### src/rtl/display_streamer.sv
// rtl/display_streamer.sv - frames the microwave display buffer and heater level into 33-byte streams
// Frame layout: display bytes 31 down to 0, then trailer {4'hA, heat}.
module display_streamer #(
  parameter int AUTO_SEND = 1
) (
  input  logic         clk,
  input  logic         reset,
  input  logic [255:0] display,
  input  logic [3:0]   heat,
  input  logic         frame_req,
  input  logic         tx_ready,
  output logic [7:0]   tx_data,
  output logic         tx_valid,
  output logic         tx_last,
  output logic         busy,
  output logic [7:0]   frame_count,
  output logic         overrun
);

  typedef enum logic [1:0] {
    IDLE = 2'd0,
    SEND = 2'd1,
    DONE = 2'd2
  } state_t;

  state_t         r_state;
  logic [255:0]   r_shadow;
  logic [255:0]   r_last_sent;
  logic [3:0]     r_heat;
  logic [5:0]     r_idx;
  logic           r_pending;
  logic           r_overrun;
  logic [7:0]     r_frame_count;
  logic [7:0]     r_tx_data;
  logic           r_tx_valid;
  logic           r_tx_last;

  logic           w_changed;
  logic           w_start;
  logic [5:0]     w_next_idx;
  logic [7:0]     w_next_byte;

  assign w_changed   = (AUTO_SEND != 0) && (display != r_last_sent);
  assign w_start     = frame_req || r_pending || w_changed;
  assign w_next_idx  = r_idx + 6'd1;
  // Index k of the frame carries shadow byte 31-k; ~k[4:0] is that byte number.
  assign w_next_byte = w_next_idx[5] ? {4'hA, r_heat}
                                     : r_shadow[{~w_next_idx[4:0], 3'b000} +: 8];

  always_ff @(posedge clk or negedge reset) begin
    if (!reset) begin
      r_state       <= IDLE;
      r_shadow      <= '0;
      r_last_sent   <= '0;
      r_heat        <= '0;
      r_idx         <= '0;
      r_pending     <= 1'b0;
      r_overrun     <= 1'b0;
      r_frame_count <= '0;
      r_tx_data     <= '0;
      r_tx_valid    <= 1'b0;
      r_tx_last     <= 1'b0;
    end else begin
      case (r_state)
        IDLE: begin
          if (w_start) begin
            r_state     <= SEND;
            r_shadow    <= display;
            r_heat      <= heat;
            r_last_sent <= display;
            r_pending   <= 1'b0;
            r_idx       <= '0;
            r_tx_data   <= display[255:248];
            r_tx_valid  <= 1'b1;
            r_tx_last   <= 1'b0;
          end
        end
        SEND: begin
          if (tx_ready) begin
            if (r_idx == 6'd32) begin
              r_state       <= DONE;
              r_idx         <= '0;
              r_tx_data     <= '0;
              r_tx_valid    <= 1'b0;
              r_tx_last     <= 1'b0;
              r_frame_count <= r_frame_count + 8'd1;
            end else begin
              r_idx     <= w_next_idx;
              r_tx_data <= w_next_byte;
              r_tx_last <= (w_next_idx == 6'd32);
            end
          end
        end
        DONE:    r_state <= IDLE;
        default: r_state <= IDLE;
      endcase

      // Requests arriving mid-frame are queued once; a second explicit one is lost.
      if (r_state != IDLE) begin
        if (frame_req) begin
          if (r_pending) r_overrun <= 1'b1;
          else           r_pending <= 1'b1;
        end
        if (w_changed) r_pending <= 1'b1;
      end
    end
  end

  assign tx_data     = r_tx_data;
  assign tx_valid    = r_tx_valid;
  assign tx_last     = r_tx_last;
  assign busy        = (r_state != IDLE);
  assign frame_count = r_frame_count;
  assign overrun     = r_overrun;

endmodule

### config.mk
export PLATFORM = sky130hd
export DESIGN_NAME = display_streamer
export DESIGN_NICKNAME = d
export VERILOG_FILES = /design/src/rtl/display_streamer.sv
export SDC_FILE = /design/constraint.sdc
export NUM_CORES = 1
export LEC_CHECK = 0
export CAP_MARGIN = 0
export CORE_MARGIN = 2
export CORE_UTILIZATION = 49
export CTS_CLUSTER_DIAMETER = 100
export DETAILED_ROUTE_END_ITERATION = 8
export PLACE_DENSITY = 0.75
export RECOVER_POWER = 50
export SYNTH_ARGS = -nofsm -noshare
export SYNTH_HDL_FRONTEND = slang
export SYNTH_SLANG_ARGS = --single-unit
export TNS_END_PERCENT = 20
### constraint.sdc
create_clock -name clk -period 3.9 [get_ports clk]
set_input_delay 1.17 -clock clk [delete_from_list [all_inputs] [get_ports clk]]
set_output_delay 1.17 -clock clk [all_outputs]
set_load 0.01 [all_outputs]
==> metrics <==
result of the run=finished, violations left; violations in the final reports=capacitance limit, slew limit; buffer count from post-CTS setup fixing=0; Worst Setup Path Type=in -> reg; DRC viols=0; Distinct cells, synth=48; Syn Nets=1625; fraction of registers with async set/reset=1.00; ANT nets after route=0; standard-cell rows=67; Die Y-Extent=187 um; first-iteration detailed-routing DRC count=1250; Mapped Cells=1357; number of buffers on the longest clock path=3; final hold violations=0; largest net degree at the start of global routing=98; part of the total power dissipated in sequential elements=0.362; wirelength, routed=56.8 mm; initial standard-cell utilization of the core=0.493; Worst-Margin Slew=1.96 ns; Synth area leaders=sky130_fd_sc_hd__dfrtp_1 (44%), sky130_fd_sc_hd__mux2_1 (14%), sky130_fd_sc_hd__mux4_2 (8.8%); fraction of post-synthesis cell area in the top cell type by area=0.439; CTS tree=yes; P&R area growth vs syn=30.6%; number of flops mapped to enable cells by yosys=0; yosys warns=0; maximum achievable frequency=257 MHz; global route total overflow=0; Final setup viols=0; count of TritonRoute iterations in the first routing pass=5; power density over the cells=808 nW/um^2; share of cells above drive strength 1=0.153; crit-path most repeated cell=sky130_fd_sc_hd__buf_4; Max Slew Vio Count=70; dominant cell type by area after synthesis=sky130_fd_sc_hd__dfrtp_1; core box area=33300 um^2; required time of the worst setup path=4.29 ns; part of the power in the clock network=0.185; antenna cells=0; number of global-route vias before repair=13300; routed length per placed instance=26.0 um; most used flip-flop cell after synthesis=sky130_fd_sc_hd__dfrtp_1; all-layer global routing usage=0.328; endpoint arrival time on the critical path=4.28 ns; delay of the slowest cell on the worst path=0.52 ns; switching share of total power=0.397; wire length of the first global-routing pass=85.2 mm; register clock-pin slew on the reported worst setup and hold paths=0.06 ns; estimated wirelength of the detail-placed design=44.8 mm; global placement routability congestion=0.982; slowest cell on the critical path=sky130_fd_sc_hd__clkdlybuf4s50_1; final period demand of the worst path=3.89 ns; static leakage=8.63 nW; clock tree root buffer cell=sky130_fd_sc_hd__clkbuf_16; Hold-fix buffers, CTS=0; top fanout value on the critical path=96; portion of total power attributed to combinational logic=0.453; Max Cap Viol=1; width of the chip=187 um; power after layout=17.3 mW; Post-layout nets=1982; number of buffers inserted by port buffering=283; number of antenna violations at the first check in global routing=0; cell-internal power=10.4 mW; boundary pin count=284; flops & latches, synth=288; deepest level of the CTS H-tree=2; clock insertion delay at the later pin of the skew report=0.51 ns; total number of vias=13100; fin crit share=0.999; post-route design area=21400 um^2; unrepaired setup endpoints after global routing=no; capturing element type of the critical path=register; number of buffers added by the clock tree synthesis step=35; cells along the critical path=clkdlybuf4s50_1 -> xnor2_1 -> o221ai_1 -> nor4_1 -> buf_4 -> nand4_1 -> nor4_2 -> buf_4 -> a31oi_4 -> buf_12 -> mux2_1; CTS sink cnt=288; average vias per placed instance=6.01; Peak VDD IR=0.621 mV; placed cell areas=20300 um^2; worst rel slew slack=-0.306; power dissipated by switching net loads=6.87 mW; area of the mapped netlist=16400 um^2; crit path launch type=primary input; most frequent cell after synthesis=sky130_fd_sc_hd__dfrtp_1; post-synthesis sequential area ratio=0.439; clock skew=0.0189 ns; worst min path class=reg -> reg; leading cell types by count after synthesis=sky130_fd_sc_hd__dfrtp_1 (288), sky130_fd_sc_hd__mux2_1 (202), sky130_fd_sc_hd__xnor2_1 (117); DIE AREA=35000 um^2; Post-Syn Area per Cell=12.1 um^2
[state kept, by name, indices dropped and copies added (netlist names)]
| register | count |
|---|---|
| tx_last | 1 |
| tx_valid | 1 |
| r_idx | 6 |
| frame_count | 8 |
| r_last_sent | 256 |
| overrun | 1 |
| tx_data | 8 |
| r_state | 2 |
| r_pending | 1 |
| r_heat | 4 |
[power groups by stage]
stage	clock network [mW]	registers (mW)	logic [mW]
finish	3.21	6.27	7.84
global route	3.36	6.39	8.34
CTS	3.23	6.18	7.74
detailed placement	0	6.21	7.69
global placement	0	6.12	7.57
floorplan	0	5.44	5.22
[routing by layer]
| layer | GRT usage | wire length, um | up-vias | part of all wire |
|---|---|---|---|---|
| met5 | 0 | 0 | - | 0 |
| met4 | 0.121 | 2310 | 0 | 0.041 |
| met3 | 0.0583 | 5370 | 99 | 0.095 |
| met2 | 0.500 | 25400 | 712 | 0.45 |
| met1 | 0.472 | 23700 | 6664 | 0.42 |
| li1 | - | - | 5661 | - |
[critical path: cells and delay by family]
family	cells	cell delay, ns
AO/OA/AOI/OAI	2	0.38
AND/OR/NAND/NOR	3	0.90
multiplexers	1	0.41
buffers and inverters	4	1.18
XOR/XNOR	1	0.14
[per-stage QoR]
| step | util | TNS, ns | cells | setup WS (ns) | hold WS [ns] |
|---|---|---|---|---|---|
| 3_5_place_dp | 0.611 | -105.59 | 2125 | -0.468 | 0.459 |
| 3_3_place_gp | 0.611 | -119.78 | 2125 | -0.501 | 0.454 |
| 6_report | 0.644 | 0 | 2185 | 0.00584 | 0.467 |
| 5_1_grt | 0.644 | 0 | 2185 | 0.00424 | 0.481 |
| 2_1_floorplan | - | 0 | 1357 | 0.0617 | 0.459 |
| 4_1_cts | 0.645 | 0 | 2185 | 0.0531 | 0.472 |
[logic make-up after synthesis]
logic type                 share of synthesized area
muxes                                          0.272
DFF                                            0.439
and+or+nand+nor                               0.0914
buffers and inverters                         0.0454
AOI/OAI and AO/OA                             0.0691
xor gates and xnor gates                      0.0800
adders and majority gates                    0.00305
[worst paths after layout]
path	start	endpoint	slack, ns	cells after the start
min	frame_count[7]	frame_count[7]	0.47	1
max reg2reg	r_idx[0]	tx_data[1]	0.66	7
max in group asynchronous	reset	r_last_sent[135]	0.53	2
max	display[187]	r_last_sent[88]	0.006	11
min reg2reg	frame_count[7]	frame_count[7]	0.47	1
min in group asynchronous	reset	frame_count[6]	1.22	1
[layout by cell type, fill, tap and decap left out, types with 9 or more instances in the layout]
| cell | count |
|---|---|
| sky130_fd_sc_hd__nor4_1 | 29 |
| sky130_fd_sc_hd__clkbuf_8 | 11 |
| sky130_fd_sc_hd__a21oi_1 | 9 |
| sky130_fd_sc_hd__nor2_1 | 11 |
| sky130_fd_sc_hd__clkbuf_1 | 10 |
| sky130_fd_sc_hd__nand2b_1 | 43 |
| sky130_fd_sc_hd__dfrtp_1 | 287 |
| sky130_fd_sc_hd__mux2i_1 | 23 |
| sky130_fd_sc_hd__xnor2_1 | 116 |
| sky130_fd_sc_hd__and2_1 | 17 |
| sky130_fd_sc_hd__inv_1 | 112 |
| sky130_fd_sc_hd__mux4_2 | 64 |
| sky130_fd_sc_hd__a31oi_1 | 9 |
| sky130_fd_sc_hd__buf_4 | 81 |
| sky130_fd_sc_hd__clkdlybuf4s50_1 | 281 |
| sky130_fd_sc_hd__a2111o_1 | 17 |
| sky130_fd_sc_hd__a211oi_1 | 20 |
| sky130_fd_sc_hd__xor2_1 | 31 |
| sky130_fd_sc_hd__o2111ai_1 | 14 |
| sky130_fd_sc_hd__mux2_1 | 202 |
| sky130_fd_sc_hd__nand4_1 | 40 |
| sky130_fd_sc_hd__o22ai_1 | 44 |
| sky130_fd_sc_hd__nand2_1 | 47 |
| sky130_fd_sc_hd__nor2b_1 | 56 |
| sky130_fd_sc_hd__clkbuf_16 | 35 |
| sky130_fd_sc_hd__mux2_2 | 46 |
[what timing repair did]
action	CTS	global route
endpoints found under the setup margin	0	99
endpoints found under the hold margin	0	0
gates resized for setup	0	3
[layout make-up]
type	instances	area, um^2
fillers	2545	11800
multi-input cells	902	8520
flip-flops and latches	288	7210
repair buffers	375	3610
clock buffers	54	1060
well taps	448	561
inverters	112	420
clock inverters	6	62.6
No activity file was read; power rests on OpenSTA's default activity.
